<file path="src/rtl/uart_pkg.sv">
`default_nettype none
// ============================================================================
// Module      : uart_pkg
// Description : Shared constants for the UART receive path: FSM state
//               encoding, parity modes and oversampling positions.
// Revision    : 1.0 - initial release
// ============================================================================
package uart_pkg;

  // Receiver FSM state encoding (3 bits)
  typedef logic [2:0] state_t;
  localparam state_t ST_IDLE   = 3'd0;
  localparam state_t ST_START  = 3'd1;
  localparam state_t ST_DATA   = 3'd2;
  localparam state_t ST_PARITY = 3'd3;
  localparam state_t ST_STOP   = 3'd4;

  // Parity modes
  localparam int PAR_NONE = 0;
  localparam int PAR_EVEN = 1;
  localparam int PAR_ODD  = 2;

  // Oversampling: three samples around mid-bit, decision on the last one
  localparam logic [3:0] SAMPLE_A      = 4'd7;
  localparam logic [3:0] SAMPLE_B      = 4'd8;
  localparam logic [3:0] SAMPLE_C      = 4'd9;
  localparam int         TICKS_PER_BIT = 16;

  // Two-of-three vote used for every bit decision
  function automatic logic majority3(input logic a, input logic b, input logic c);
    return (a & b) | (a & c) | (b & c);
  endfunction

endpackage
`default_nettype wire

</file>
<file path="src/rtl/uart_rx_oversampler_if.sv">
`default_nettype none
// ============================================================================
// Module      : uart_rx_oversampler_if
// Description : Serial input, baud tick and received-word bundle for the
//               UART receiver. master = driver/consumer, slave = receiver.
// Revision    : 1.0 - initial release
// ============================================================================
interface uart_rx_oversampler_if #(
  parameter int DATA_BITS = 8
);
  logic                 clk_16bd;
  logic                 rx;
  logic [DATA_BITS-1:0] data;
  logic                 valid;
  logic                 frame_err;
  logic                 parity_err;
  logic                 busy;

  modport master (
    output clk_16bd, rx,
    input  data, valid, frame_err, parity_err, busy
  );

  modport slave (
    input  clk_16bd, rx,
    output data, valid, frame_err, parity_err, busy
  );
endinterface
`default_nettype wire

</file>
<file path="src/rtl/uart_rx_sync.sv">
`default_nettype none
// ============================================================================
// Module      : uart_rx_sync
// Description : Two-flop synchronizers for rx and the 16x-baud tick, a
//               one-clk tick from the rising edge of the synced baud signal,
//               and a falling-edge flag on the synced rx line.
// Revision    : 1.0 - initial release
// ============================================================================
module uart_rx_sync (
  input  logic clk,
  input  logic rst,
  input  logic rx,
  input  logic clk_16bd,
  output logic rx_sync,
  output logic rx_fall,
  output logic tick
);

  // [0] first sync stage, [1] synced value, [2] previous synced value
  logic [2:0] rx_q, rx_d;
  logic [2:0] bd_q, bd_d;

  // Shift both lines through their synchronizer/edge pipelines
  always_comb begin
    rx_d = {rx_q[1:0], rx};
    bd_d = {bd_q[1:0], clk_16bd};
  end

  // All stages reset high so neither an rx fall nor a tick appears out of reset
  always_ff @(posedge clk or negedge rst) begin
    if (!rst) begin
      rx_q <= 3'b111;
      bd_q <= 3'b111;
    end else begin
      rx_q <= rx_d;
      bd_q <= bd_d;
    end
  end

  assign rx_sync = rx_q[1];
  assign rx_fall = rx_q[2] & ~rx_q[1];
  assign tick    = bd_q[1] & ~bd_q[2];

endmodule
`default_nettype wire

</file>
<file path="src/rtl/uart_rx_oversampler.sv">
`default_nettype none
// ============================================================================
// Module      : uart_rx_oversampler
// Description : UART receiver with 16x oversampling and 3-sample majority
//               vote, LSB-first data, optional even/odd parity, one stop bit.
//               Emits one-clk valid / frame_err / parity_err pulses.
// Revision    : 1.0 - initial release
// ============================================================================
module uart_rx_oversampler
  import uart_pkg::*;
#(
  parameter int DATA_BITS = 8,
  parameter int PARITY    = 0
) (
  input  logic                   clk,
  input  logic                   rst,
  uart_rx_oversampler_if.slave   bus
);

  localparam logic [3:0] LAST_TICK = 4'(TICKS_PER_BIT - 1);
  localparam logic [2:0] LAST_BIT  = 3'(DATA_BITS - 1);

  logic w_rx_sync, w_rx_fall, w_tick;
  logic w_maj, w_decide, w_wrap, w_exp_par;

  state_t               state_q, state_d;
  logic [3:0]           tick_cnt_q, tick_cnt_d;
  logic [2:0]           bit_idx_q, bit_idx_d;
  logic [DATA_BITS-1:0] shift_q, shift_d;
  logic [DATA_BITS-1:0] data_q, data_d;
  logic                 samp_a_q, samp_a_d;
  logic                 samp_b_q, samp_b_d;
  logic                 par_bad_q, par_bad_d;
  logic                 valid_q, valid_d;
  logic                 frame_err_q, frame_err_d;
  logic                 parity_err_q, parity_err_d;

  uart_rx_sync u_sync (
    .clk      (clk),
    .rst      (rst),
    .rx       (bus.rx),
    .clk_16bd (bus.clk_16bd),
    .rx_sync  (w_rx_sync),
    .rx_fall  (w_rx_fall),
    .tick     (w_tick)
  );

  // Third sample is the live synced line at the decision tick
  assign w_maj     = majority3(samp_a_q, samp_b_q, w_rx_sync);
  assign w_decide  = w_tick && (tick_cnt_q == SAMPLE_C);
  assign w_wrap    = w_tick && (tick_cnt_q == LAST_TICK);
  assign w_exp_par = (PARITY == PAR_ODD) ? ~^shift_q : ^shift_q;

  // Next-state logic: edge detection in IDLE, tick-driven bit timing elsewhere
  always_comb begin
    state_d      = state_q;
    tick_cnt_d   = tick_cnt_q;
    bit_idx_d    = bit_idx_q;
    shift_d      = shift_q;
    data_d       = data_q;
    samp_a_d     = samp_a_q;
    samp_b_d     = samp_b_q;
    par_bad_d    = par_bad_q;
    valid_d      = 1'b0;
    frame_err_d  = 1'b0;
    parity_err_d = 1'b0;

    if (state_q == ST_IDLE) begin
      // A coincident tick is ignored; counting starts with the next one
      if (w_rx_fall) begin
        state_d    = ST_START;
        tick_cnt_d = 4'd0;
        par_bad_d  = 1'b0;
      end
    end else if (w_tick) begin
      tick_cnt_d = tick_cnt_q + 4'd1;
      if (tick_cnt_q == SAMPLE_A) samp_a_d = w_rx_sync;
      if (tick_cnt_q == SAMPLE_B) samp_b_d = w_rx_sync;

      case (state_q)
        ST_START: begin
          if (w_decide && w_maj) begin
            state_d = ST_IDLE;
          end else if (w_wrap) begin
            state_d   = ST_DATA;
            bit_idx_d = 3'd0;
          end
        end
        ST_DATA: begin
          if (w_decide) shift_d = {w_maj, shift_q[DATA_BITS-1:1]};
          if (w_wrap) begin
            if (bit_idx_q == LAST_BIT)
              state_d = (PARITY != PAR_NONE) ? ST_PARITY : ST_STOP;
            else
              bit_idx_d = bit_idx_q + 3'd1;
          end
        end
        ST_PARITY: begin
          if (w_decide) par_bad_d = (w_maj != w_exp_par);
          if (w_wrap)   state_d   = ST_STOP;
        end
        ST_STOP: begin
          // Leave at mid-stop so a new start bit can follow immediately
          if (w_decide) begin
            data_d       = shift_q;
            valid_d      = w_maj;
            frame_err_d  = ~w_maj;
            parity_err_d = par_bad_q;
            state_d      = ST_IDLE;
          end
        end
        default: state_d = ST_IDLE;
      endcase
    end
  end

  // State and output registers
  always_ff @(posedge clk or negedge rst) begin
    if (!rst) begin
      state_q      <= ST_IDLE;
      tick_cnt_q   <= 4'd0;
      bit_idx_q    <= 3'd0;
      shift_q      <= '0;
      data_q       <= '0;
      samp_a_q     <= 1'b1;
      samp_b_q     <= 1'b1;
      par_bad_q    <= 1'b0;
      valid_q      <= 1'b0;
      frame_err_q  <= 1'b0;
      parity_err_q <= 1'b0;
    end else begin
      state_q      <= state_d;
      tick_cnt_q   <= tick_cnt_d;
      bit_idx_q    <= bit_idx_d;
      shift_q      <= shift_d;
      data_q       <= data_d;
      samp_a_q     <= samp_a_d;
      samp_b_q     <= samp_b_d;
      par_bad_q    <= par_bad_d;
      valid_q      <= valid_d;
      frame_err_q  <= frame_err_d;
      parity_err_q <= parity_err_d;
    end
  end

  assign bus.data       = data_q;
  assign bus.valid      = valid_q;
  assign bus.frame_err  = frame_err_q;
  assign bus.parity_err = parity_err_q;
  assign bus.busy       = (state_q != ST_IDLE);

endmodule
`default_nettype wire

</file>
<file path="src/flat_wrapper.sv">
// flat-port wrapper written by rule: the top's interface ports become plain ports
module uart_rx_oversampler_flat import uart_pkg::*;
#(
  parameter int DATA_BITS = 8,
  parameter int PARITY    = 0
)
  (clk, rst, bus_clk_16bd, bus_rx, bus_data, bus_valid, bus_frame_err, bus_parity_err, bus_busy);
  uart_rx_oversampler_if #(.DATA_BITS(DATA_BITS)) bus_i ();
  input  logic clk;
  input  logic rst;
  input wire logic [$bits(bus_i.clk_16bd)-1:0] bus_clk_16bd;
  input wire logic [$bits(bus_i.rx)-1:0] bus_rx;
  output wire logic [$bits(bus_i.data)-1:0] bus_data;
  output wire logic [$bits(bus_i.valid)-1:0] bus_valid;
  output wire logic [$bits(bus_i.frame_err)-1:0] bus_frame_err;
  output wire logic [$bits(bus_i.parity_err)-1:0] bus_parity_err;
  output wire logic [$bits(bus_i.busy)-1:0] bus_busy;
  assign bus_i.clk_16bd = bus_clk_16bd;
  assign bus_i.rx = bus_rx;
  assign bus_data = bus_i.data;
  assign bus_valid = bus_i.valid;
  assign bus_frame_err = bus_i.frame_err;
  assign bus_parity_err = bus_i.parity_err;
  assign bus_busy = bus_i.busy;
  uart_rx_oversampler #(.DATA_BITS(DATA_BITS), .PARITY(PARITY)) u_core (.clk(clk), .rst(rst), .bus(bus_i));
endmodule
</file>
<file path="config.mk">
export PLATFORM = sky130hd
export DESIGN_NAME = uart_rx_oversampler_flat
export DESIGN_NICKNAME = d
export VERILOG_FILES = /design/src/rtl/uart_pkg.sv /design/src/rtl/uart_rx_oversampler_if.sv /design/src/rtl/uart_rx_sync.sv /design/src/rtl/uart_rx_oversampler.sv /design/src/flat_wrapper.sv
export SDC_FILE = /design/constraint.sdc
export NUM_CORES = 1
export LEC_CHECK = 0
export CAP_MARGIN = 30
export CORE_MARGIN = 5
export CORE_UTILIZATION = 41
export DETAILED_ROUTE_END_ITERATION = 10
export DONT_BUFFER_PORTS = 1
export HOLD_SLACK_MARGIN = 0.03
export PLACE_DENSITY = 0.62
export SETUP_SLACK_MARGIN = 0.3
export SLEW_MARGIN = 15
export SYNTH_ARGS = -nofsm -noshare
export SYNTH_HDL_FRONTEND = slang
export SYNTH_SLANG_ARGS = --single-unit
</file>
<file path="constraint.sdc">
create_clock -name clk -period 1.9 [get_ports clk]
set_input_delay 0.19 -clock clk [delete_from_list [all_inputs] [get_ports clk]]
set_output_delay 0.19 -clock clk [all_outputs]
set_load 0.01 [all_outputs]
</file>
# After elaboration in Yosys (flattened, before gate mapping)
# Index checks and enable logic that the tools add are counted.
word_totals:
  output_inout_bits: 12
  word_cells: 99
  in_bits: 4
  ram_bits: 0
  mem_count: 0
  romBits: 0
  reg_bits: 38
  latch_bits: 0
classes:
  shifts: 0
  eq_ne: 20
  multipliers: 0
  reduce_logical: 18
  addsub: 2
  div_mod_pow: 0
  n_bitwise: 11
  order_cmp: 0
  muxes: 35
ops:
  columns: ["op", "n"]
  rows:
  - ["3-bit two-way mux", 13]
  - ["1-bit two-way mux", 17]
  - ["7-bit AND reduction", 2]
  - ["4-bit == test, second input constant", 3]
  - ["4-bit two-way mux", 3]
  - ["3-bit by 1-bit inequality test with 1-bit output, second input constant", 4]
  - ["3-bit case mux with 4 select lines", 1]
  - ["4-bit AND reduction", 3]
  - ["2-bit nonzero test", 4]
  - ["8-bit XOR reduction", 1]
  - ["3-bit by 2-bit == test with 1-bit output, second input constant", 2]
  - ["3-bit == test, second input constant", 2]
  - ["2-bit inequality test, second input constant", 3]
  - ["3-bit case mux with 2 select lines", 1]
  - ["3-bit AND reduction", 2]
  - ["1-bit bitwise AND", 5]
  - ["4-bit by 1-bit adder with 4-bit output, second input constant", 1]
  - ["4-bit by 3-bit == test with 1-bit output, second input constant", 1]
  - ["2-bit by 1-bit inequality test with 1-bit output, second input constant", 2]
  - ["4-bit by 1-bit inequality test with 1-bit output, second input constant", 1]
  - ["1-bit NOT", 4]
  - ["3-bit by 1-bit adder with 3-bit output, second input constant", 1]
  - ["3-bit by 1-bit == test with 1-bit output, second input constant", 1]
  - ["1-bit logical AND", 3]
  - ["5 further kinds", 6]

# Longest topological paths before layout
# Gate-level depths: netlist (run 1).
depth:
  ltp_word: 8
  depth_mapped: 6
  depth_no_buf: 5

# By module
# Synthesis (run 1) repeated with hierarchy kept, for this count alone.
unflattened:
  hier_cells: 142
  area_unflattened_um2: 1739.2
modules_own_cells:
  columns: ["module", "area_per_inst_um2", "cells_per_inst", "seq_area_each_um2", "n_inst"]
  rows:
  - ["uart_rx_oversampler", 1554.0, 134, 803.3, 1]
  - ["uart_rx_sync", 185.2, 8, 157.7, 1]

# Worst setup path before layout (run 1)
# OpenSTA, ideal clock, no wires.
synth_timing:
  kind: "reg-to-reg"
  from: "register u_core.state_q[2]"
  to: "register u_core.bit_idx_q[0]"
  slack_ns: 0.011
  synth_period_minus_slack_ns: 1.889
  arrival_ns: 1.762
  n_path_buf: 1
  setup_ns: 0.128
  required_ns: 1.772
  stages_incl_launch_ff: 6
  path_cell_list: "dfrtp_1 -> clkbuf_1 -> or3b_1 -> a31o_2 -> a211oi_4 -> mux2_1"
synth_via:
  elab_chain_len: 3
  word_cells_on_any_way: 11
  classes_between: "eq/ne: 6; mux: 1; bitwise: 1; reduce/logical: 3"
synth_rtl:
  columns: ["item", "line_no", "source"]
  rows:
  - ["from (decl)", "uart_rx_oversampler.sv:26", "state_t state_q, state_d;"]
  - ["from (signal assigned)", "uart_rx_oversampler.sv:132", "state_q <= state_d;"]
  - ["3-bit by 2-bit == test with 1-bit output (tied with other cells)", "uart_rx_oversampler.sv:80", "case (state_q)"]
  - ["2-bit by 1-bit inequality test with 1-bit output (no line) (tied with other cells)", null, null]
  - ["7-bit AND reduction (no line)", null, null]
  - ["to (signal assigned)", "uart_rx_oversampler.sv:134", "bit_idx_q <= bit_idx_d;"]
  - ["to (decl)", "uart_rx_oversampler.sv:28", "logic [2:0] bit_idx_q, bit_idx_d;"]
# Several ways; a longest one is shown, not always the timed one.
# A chain may end at the register's enable or synchronous reset.

# Worst setup path in the final report (run 1)
layout_timing:
  from: "register u_core.state_q[1]"
  to: "register u_core.bit_idx_q[0]"
# Same word-level chain as after synthesis.

==> results of run 1 <==
==> cell type report <==
class                           count  area, um^2  share of cell area (%)
Clock inverter                      2       12.51                  0.5605
Timing Repair Buffer               30       264.0                   11.83
Tap cell                           50       62.56                   2.803
Clock buffer                        6       82.58                   3.700
Inverter                            8       30.03                   1.345
Sequential cell                    38       964.7                   43.22
Multi-Input combinational cell     88       815.8                   36.55
==> worst max-delay path, delay by kind of cell, from the launching register on <==
| kind | cells | cell delay [ps] |
|---|---|---|
| DFF | 1 | 460 |
| muxes | 1 | 320 |
| AOI/OAI and AO/OA | 2 | 470 |
| and+or+nand+nor | 1 | 430 |
==> per-stage QoR <==
step	util [%]	TNS, ps
floorplan	-	0
global placement	46.25	0
detailed placement	46.25	-3.048
CTS	52.24	0
global route	55.01	0
finish	55.01	0
==> power groups by stage <==
| stage | Sequential [mW] | Clock [mW] | Combinational [mW] |
|---|---|---|---|
| final | 0.913 | 0.584 | 0.461 |
| after global routing | 0.920 | 0.624 | 0.500 |
| after CTS | 0.913 | 0.594 | 0.355 |
| after detailed placement | 0.918 | 0 | 0.287 |
| after global placement | 0.916 | 0 | 0.279 |
| after floorplan | 0.913 | 0 | 0.187 |
==> worst paths after layout <==
| kind | depth (start not counted) | slack, ps | to | from |
|---|---|---|---|---|
| max | 4 | 120 | u_core.bit_idx_q[0] | u_core.state_q[1] |
| max reg2reg | 4 | 120 | u_core.bit_idx_q[0] | u_core.state_q[1] |
| min reg2reg | 0 | 360 | u_core.u_sync.bd_q[1] | u_core.u_sync.bd_q[0] |
| min in group clk | 0 | 360 | u_core.u_sync.bd_q[1] | u_core.u_sync.bd_q[0] |
| max in group asynchronous | 2 | 1300 | u_core.u_sync.bd_q[0] | rst |
| min | 2 | 330 | u_core.tick_cnt_q[0] | rst |
==> state kept, by name, indices dropped and copies added, names as in the netlist, 3 cells and up <==
signal,flops
u_core.bus.data,8
u_core.shift_q,8
u_core.tick_cnt_q,4
u_core.bit_idx_q,3
u_core.state_q,3
u_core.u_sync.bd_q,3
u_core.u_sync.rx_q,3
==> layout by cell type, fill, tap and decap left out, types with 2 or more instances in the layout <==
cell            n
dfrtp_2         3
nor3_1          2
ha_1            5
nor2_1          9
a31oi_1         2
nand2_1         6
mux2i_1         3
nand2b_1        2
inv_1           8
buf_6           5
mux2_2         18
o21ai_0         2
dfstp_2         8
nand3_1         4
buf_4          21
clkbuf_8        6
nand4_1         3
mux2_4          2
dfrtp_1        27
dlygate4sd3_1   3
xnor2_1         7
==> cells by family (layout without fill, tap and decap cells) <==
| logic type | count (synthesis) | in the layout | share of synthesized area (%) |
|---|---|---|---|
| AO/OA/AOI/OAI | 12 | 12 | 5.721 |
| XOR/XNOR | 9 | 9 | 5.359 |
| adder cells (fa/ha/maj) | 6 | 6 | 4.200 |
| buffers and inverters | 10 | 46 | 2.173 |
| flip-flops | 38 | 38 | 55.61 |
| multiplexers | 23 | 23 | 14.77 |
| AND/OR/NAND/NOR | 38 | 38 | 12.17 |
==> routing by layer <==
layer / routed length (um) / vias to the layer above / share of wire [%] / track usage, %
met1: 1579 / 593 / 41 / 18.62
met4: 110 / 0 / 2.9 / 6.917
met5: 0 / - / 0 / 0
met2: 1895 / 50 / 50 / 23.21
li1: - / 548 / - / -
met3: 238 / 12 / 6.2 / 4.406
==> timing repair <==
action,4_1_cts,5_1_grt
endpoints found under the hold margin,40,0
endpoints found under the setup margin,24,29
pin swaps,2,4
resized for setup,16,12
setup buffers,5,8
cloned,1,0
hold buffers,4,0
==> results.toml, run 1 <==
[status]
status = "finished, final reports clean"

[placed_design]
pre_cts_ws_ps = -3.048
place_inst = 196
port_buffers = 0
placed_area_um2 = 1877
hpwl_um = 2295
gp_congestion = 0.8749

[grt]
grt_max_degree = 39
antenna_found_initial = 0
grtUsageTotal_pct = 14.74
gr-total-overflow = 0
grt_pass1_wl_um = 6154
grt_pass1_vias = 1245

[synthesis]
synth-seq-cells = 38
synth_area_leaders = "dfrtp_1, mux2_2, dfstp_2"
asyncSetResetFlopFracSynth_pct = 100.0
synth_common_cells = "dfrtp_1, mux2_2, nor2_1"
synth_edf_count = 0
synth_nets = 145
avgSynthCellArea_um2 = 12.71
synth.most_common_cell = "dfrtp_1"
synth-main-ff-cell = "dfrtp_1"
ys_seq_area_share_pct = 55.61
synthDominantCellAreaShare_pct = 43.45
syn_area_um2 = 1728
yosysTopAreaCell = "dfrtp_1"
yosys_warnings = 0
syn_inst = 136
synthDistinctLibCells = 35

[routing]
vias = 1203
routed_wl_um = 3824
wire_per_inst_um = 17.23
ant_nets = 0
via_per_inst = 5.419
drtPass1Iterations = 4
drc = 0
drt_iter0_markers = 65

[setup_path]
end_kind = "flop"
worstPathMaxFanout = 4
worstPathCellList = "or3b_4 -> a31o_4 -> a211oi_4 -> mux2_4"
cp-start-kind = "flop"
crit_arrival_ps = 1970
worst_ep_required_time_ps = 2090
slowest_stage = "dfrtp_2"
worst_path_largest_cell_delay_ps = 460
criticalPathCategory = "flop to flop"

[sta]
hold_viol = 0
skew_ps = 11.89
tightest_slew_ps = 353.3
slew_headroom_pct = 76.45
min_period_over_period_pct = 93.85
worst_slack_ps = 116.8
fin_crit_ps = 1783
maxSlewViolCount = 0
rsz0062_at_grt = "true"
fmax_mhz = 560.8
setup_violations = 0
holdWs_ps = 330.2

[clock_network]
clock_sinks = 38
cts_max_path_buffers = 2
clk_pin_slew_ps = 80
htreeDepth = 2
cts_made_buffers = 5
clock_latency_ps = 300
cts_root_buf = "clkbuf_8"
cts_tree = "built"

[final_layout]
area_growth_pct = 29.18
fin_cells = 222
nFillCells = 324
layout-drive-gt1-share_pct = 46.51
diodes = 0
fin_area_um2 = 2232
finalNetCount = 180

[power_and_ir_drop]
p_sw_share_pct = 29.82
p_switching_mw = 0.5839
p_seq_share_pct = 46.6
p_int_mw = 1.374
combPwrFrac_pct = 23.5
p_leak_nw = 1.014
p_per_area_nw_per_um2 = 877.1
finalPower_mw = 1.958
ir_worst_vdd_mv = 0.6609
pwr-share-clk_pct = 29.9

[hold_path]
hold_class = "input pin to asynchronous set/reset pin"

[die]
rows = 23
die_h_um = 74.92
coreArea_um2 = 4058
fp.dieArea_um2 = 5613
initial_utilization_pct = 42.58
die_w_um = 74.92
io_pins = 16

[flow_run]
maxCapViolCount = 0
(Power assumes the default switching activity.)
==> run 2: changes to the inputs <==
--- a/config.mk
+++ b/config.mk
@@ -6,14 +6,16 @@
 export NUM_CORES = 1
 export LEC_CHECK = 0
 export CAP_MARGIN = 30
+export CORE_ASPECT_RATIO = 1.25
 export CORE_MARGIN = 5
 export CORE_UTILIZATION = 41
+export CTS_CLUSTER_DIAMETER = 30
 export DETAILED_ROUTE_END_ITERATION = 10
 export DONT_BUFFER_PORTS = 1
 export HOLD_SLACK_MARGIN = 0.03
 export PLACE_DENSITY = 0.62
 export SETUP_SLACK_MARGIN = 0.3
-export SLEW_MARGIN = 15
+export SLEW_MARGIN = 40
 export SYNTH_ARGS = -nofsm -noshare
 export SYNTH_HDL_FRONTEND = slang
 export SYNTH_SLANG_ARGS = --single-unit
==> run 2 against run 1 <==
Sequential power fell by 0.8%. Routed wire length fell by 8.1%. Setup slack improved by 24 ps. Clock power rose by 1%. Final area fell by 1.3%. Combinational power rose by 6.5%. Register-to-register slack improved by 20 ps. Clock skew fell by 3.8 ps. Highest routed layer unchanged.
==> results.toml, run 2 (synthesized netlist as in run 1, its figures left out) <==
[power_and_ir_drop]
ir_worst_vdd_mv = 0.5663
p_per_area_nw_per_um2 = 903.2
finalPower_mw = 1.989
p_leak_nw = 0.9875

[sta]
rsz0062_at_grt = "true"
skew_ps = 8.080
setup_violations = 0
tightest_slew_ps = 358.1
worst_slack_ps = 141.0
tns_ps = 0
maxSlewViolCount = 0
fmax_mhz = 568.5
hold_viol = 0
min_period_over_period_pct = 92.58
slew_headroom_pct = 76.07
fin_crit_ps = 1759

[grt]
antenna_found_initial = 0
grtUsageTotal_pct = 14.11
grt_max_degree = 39
grt_pass1_wl_um = 5789
grt_pass1_vias = 1194
gr-total-overflow = 0

[placed_design]
pre_cts_ws_ps = -35.72
port_buffers = 0
place_inst = 201
placed_area_um2 = 1877
gp_congestion = 0.9022
hpwl_um = 2247

[hold_path]
hold_class = "input pin to asynchronous set/reset pin"

[die]
fp.dieArea_um2 = 5621
io_pins = 16
coreArea_um2 = 4099
die_h_um = 82.58
rows = 26
die_w_um = 68.07
initial_utilization_pct = 42.16

[setup_path]
r2r_setup_slack_ps = 140
worstPathMaxFanout = 3
crit_arrival_ps = 1950
cp-start-kind = "flop"
reg2reg_depth = 4
worst_ep_required_time_ps = 2090
end_kind = "flop"
rr_startpoint = "u_core.state_q[2]"
criticalPathCategory = "flop to flop"
worstReg2RegEnd = "u_core.bit_idx_q[0]"

[routing]
drc = 0
via_per_inst = 5.143
routed_wl_um = 3513
wire_per_inst_um = 15.75
drtPass1Iterations = 4
drt_iter0_markers = 35
vias = 1147
ant_nets = 0

[status]
status = "finished, final reports clean"

[final_layout]
layout-drive-gt1-share_pct = 46.11
fin_area_um2 = 2202
fin_cells = 223
area_growth_pct = 27.44
final_cell_mix = "dfrtp_1, mux2_2, buf_4, nor2_1"
nFillCells = 357
diodes = 0
finalNetCount = 175
final_common_cell = "dfrtp_1"

[clock_network]
clock_sinks = 38
cts_made_buffers = 5
clk_pin_slew_ps = 80
htreeDepth = 2
cts_tree = "built"
cts_root_buf = "clkbuf_8"
clock_latency_ps = 300
cts_max_path_buffers = 2

[flow_run]
maxCapViolCount = 0
## run 2: critical path, stage by stage (launching register included)
cell and delay, ps:
dfrtp_2 450, or3b_4 410, a31o_4 230, a211oi_4 240, mux2_4 320
## run 2: cell type report
cell class,count,area (um^2),share of cell area (%)
clock inverter,2,12.51,0.5682
clock buffer,6,82.58,3.750
tap,56,70.07,3.182
multi-input combinational,88,823.3,37.39
inverter,8,30.03,1.364
timing repair buffer,25,219.0,9.943
sequential,38,964.7,43.81
## run 2: per-layer routing
metal / GRT usage (%) / vias up / wire [um]
met5: 0 / - / 0
met4: 5.964 / 0 / 59
met3: 4.465 / 8 / 152
met2: 24.01 / 17 / 1880
met1: 16.09 / 582 / 1420
li1: - / 540 / -
## run 2: power breakdown
group / internal, mW / switching (mW) / total, mW
Clock: 0.292 / 0.300 / 0.592
Combinational: 0.248 / 0.243 / 0.491
Sequential: 0.857 / 0.0490 / 0.906
## run 2: worst max-delay path by stage
stage / start / end / slack [ps]
after global routing: u_core.state_q[1] / u_core.state_q[2] / 100
after detailed placement: u_core.u_sync.bd_q[2] / u_core.state_q[2] / -40
after CTS: u_core.state_q[1] / u_core.bit_idx_q[0] / 150
after floorplan: u_core.state_q[2] / u_core.bit_idx_q[0] / 90
after global placement: u_core.u_sync.bd_q[2] / u_core.state_q[2] / 40
final: u_core.state_q[2] / u_core.bit_idx_q[0] / 140
## run 2: repair_timing
| action | in CTS | in global routing |
|---|---|---|
| gates resized for setup | 16 | 11 |
| endpoints found under the hold margin | 40 | 0 |
| hold buffers | 4 | 0 |
| pin swaps | 4 | 3 |
| endpoints found under the setup margin | 10 | 24 |
| buffers inserted | 7 | 3 |
## run 2: stage by stage
stage	util [%]	hold slack (ps)
floorplan	-	-105.6
CTS	52.11	355.0
detailed placement	45.79	-104.2
global route	53.72	366.1
finish	53.72	358.1
global placement	45.79	-104.2
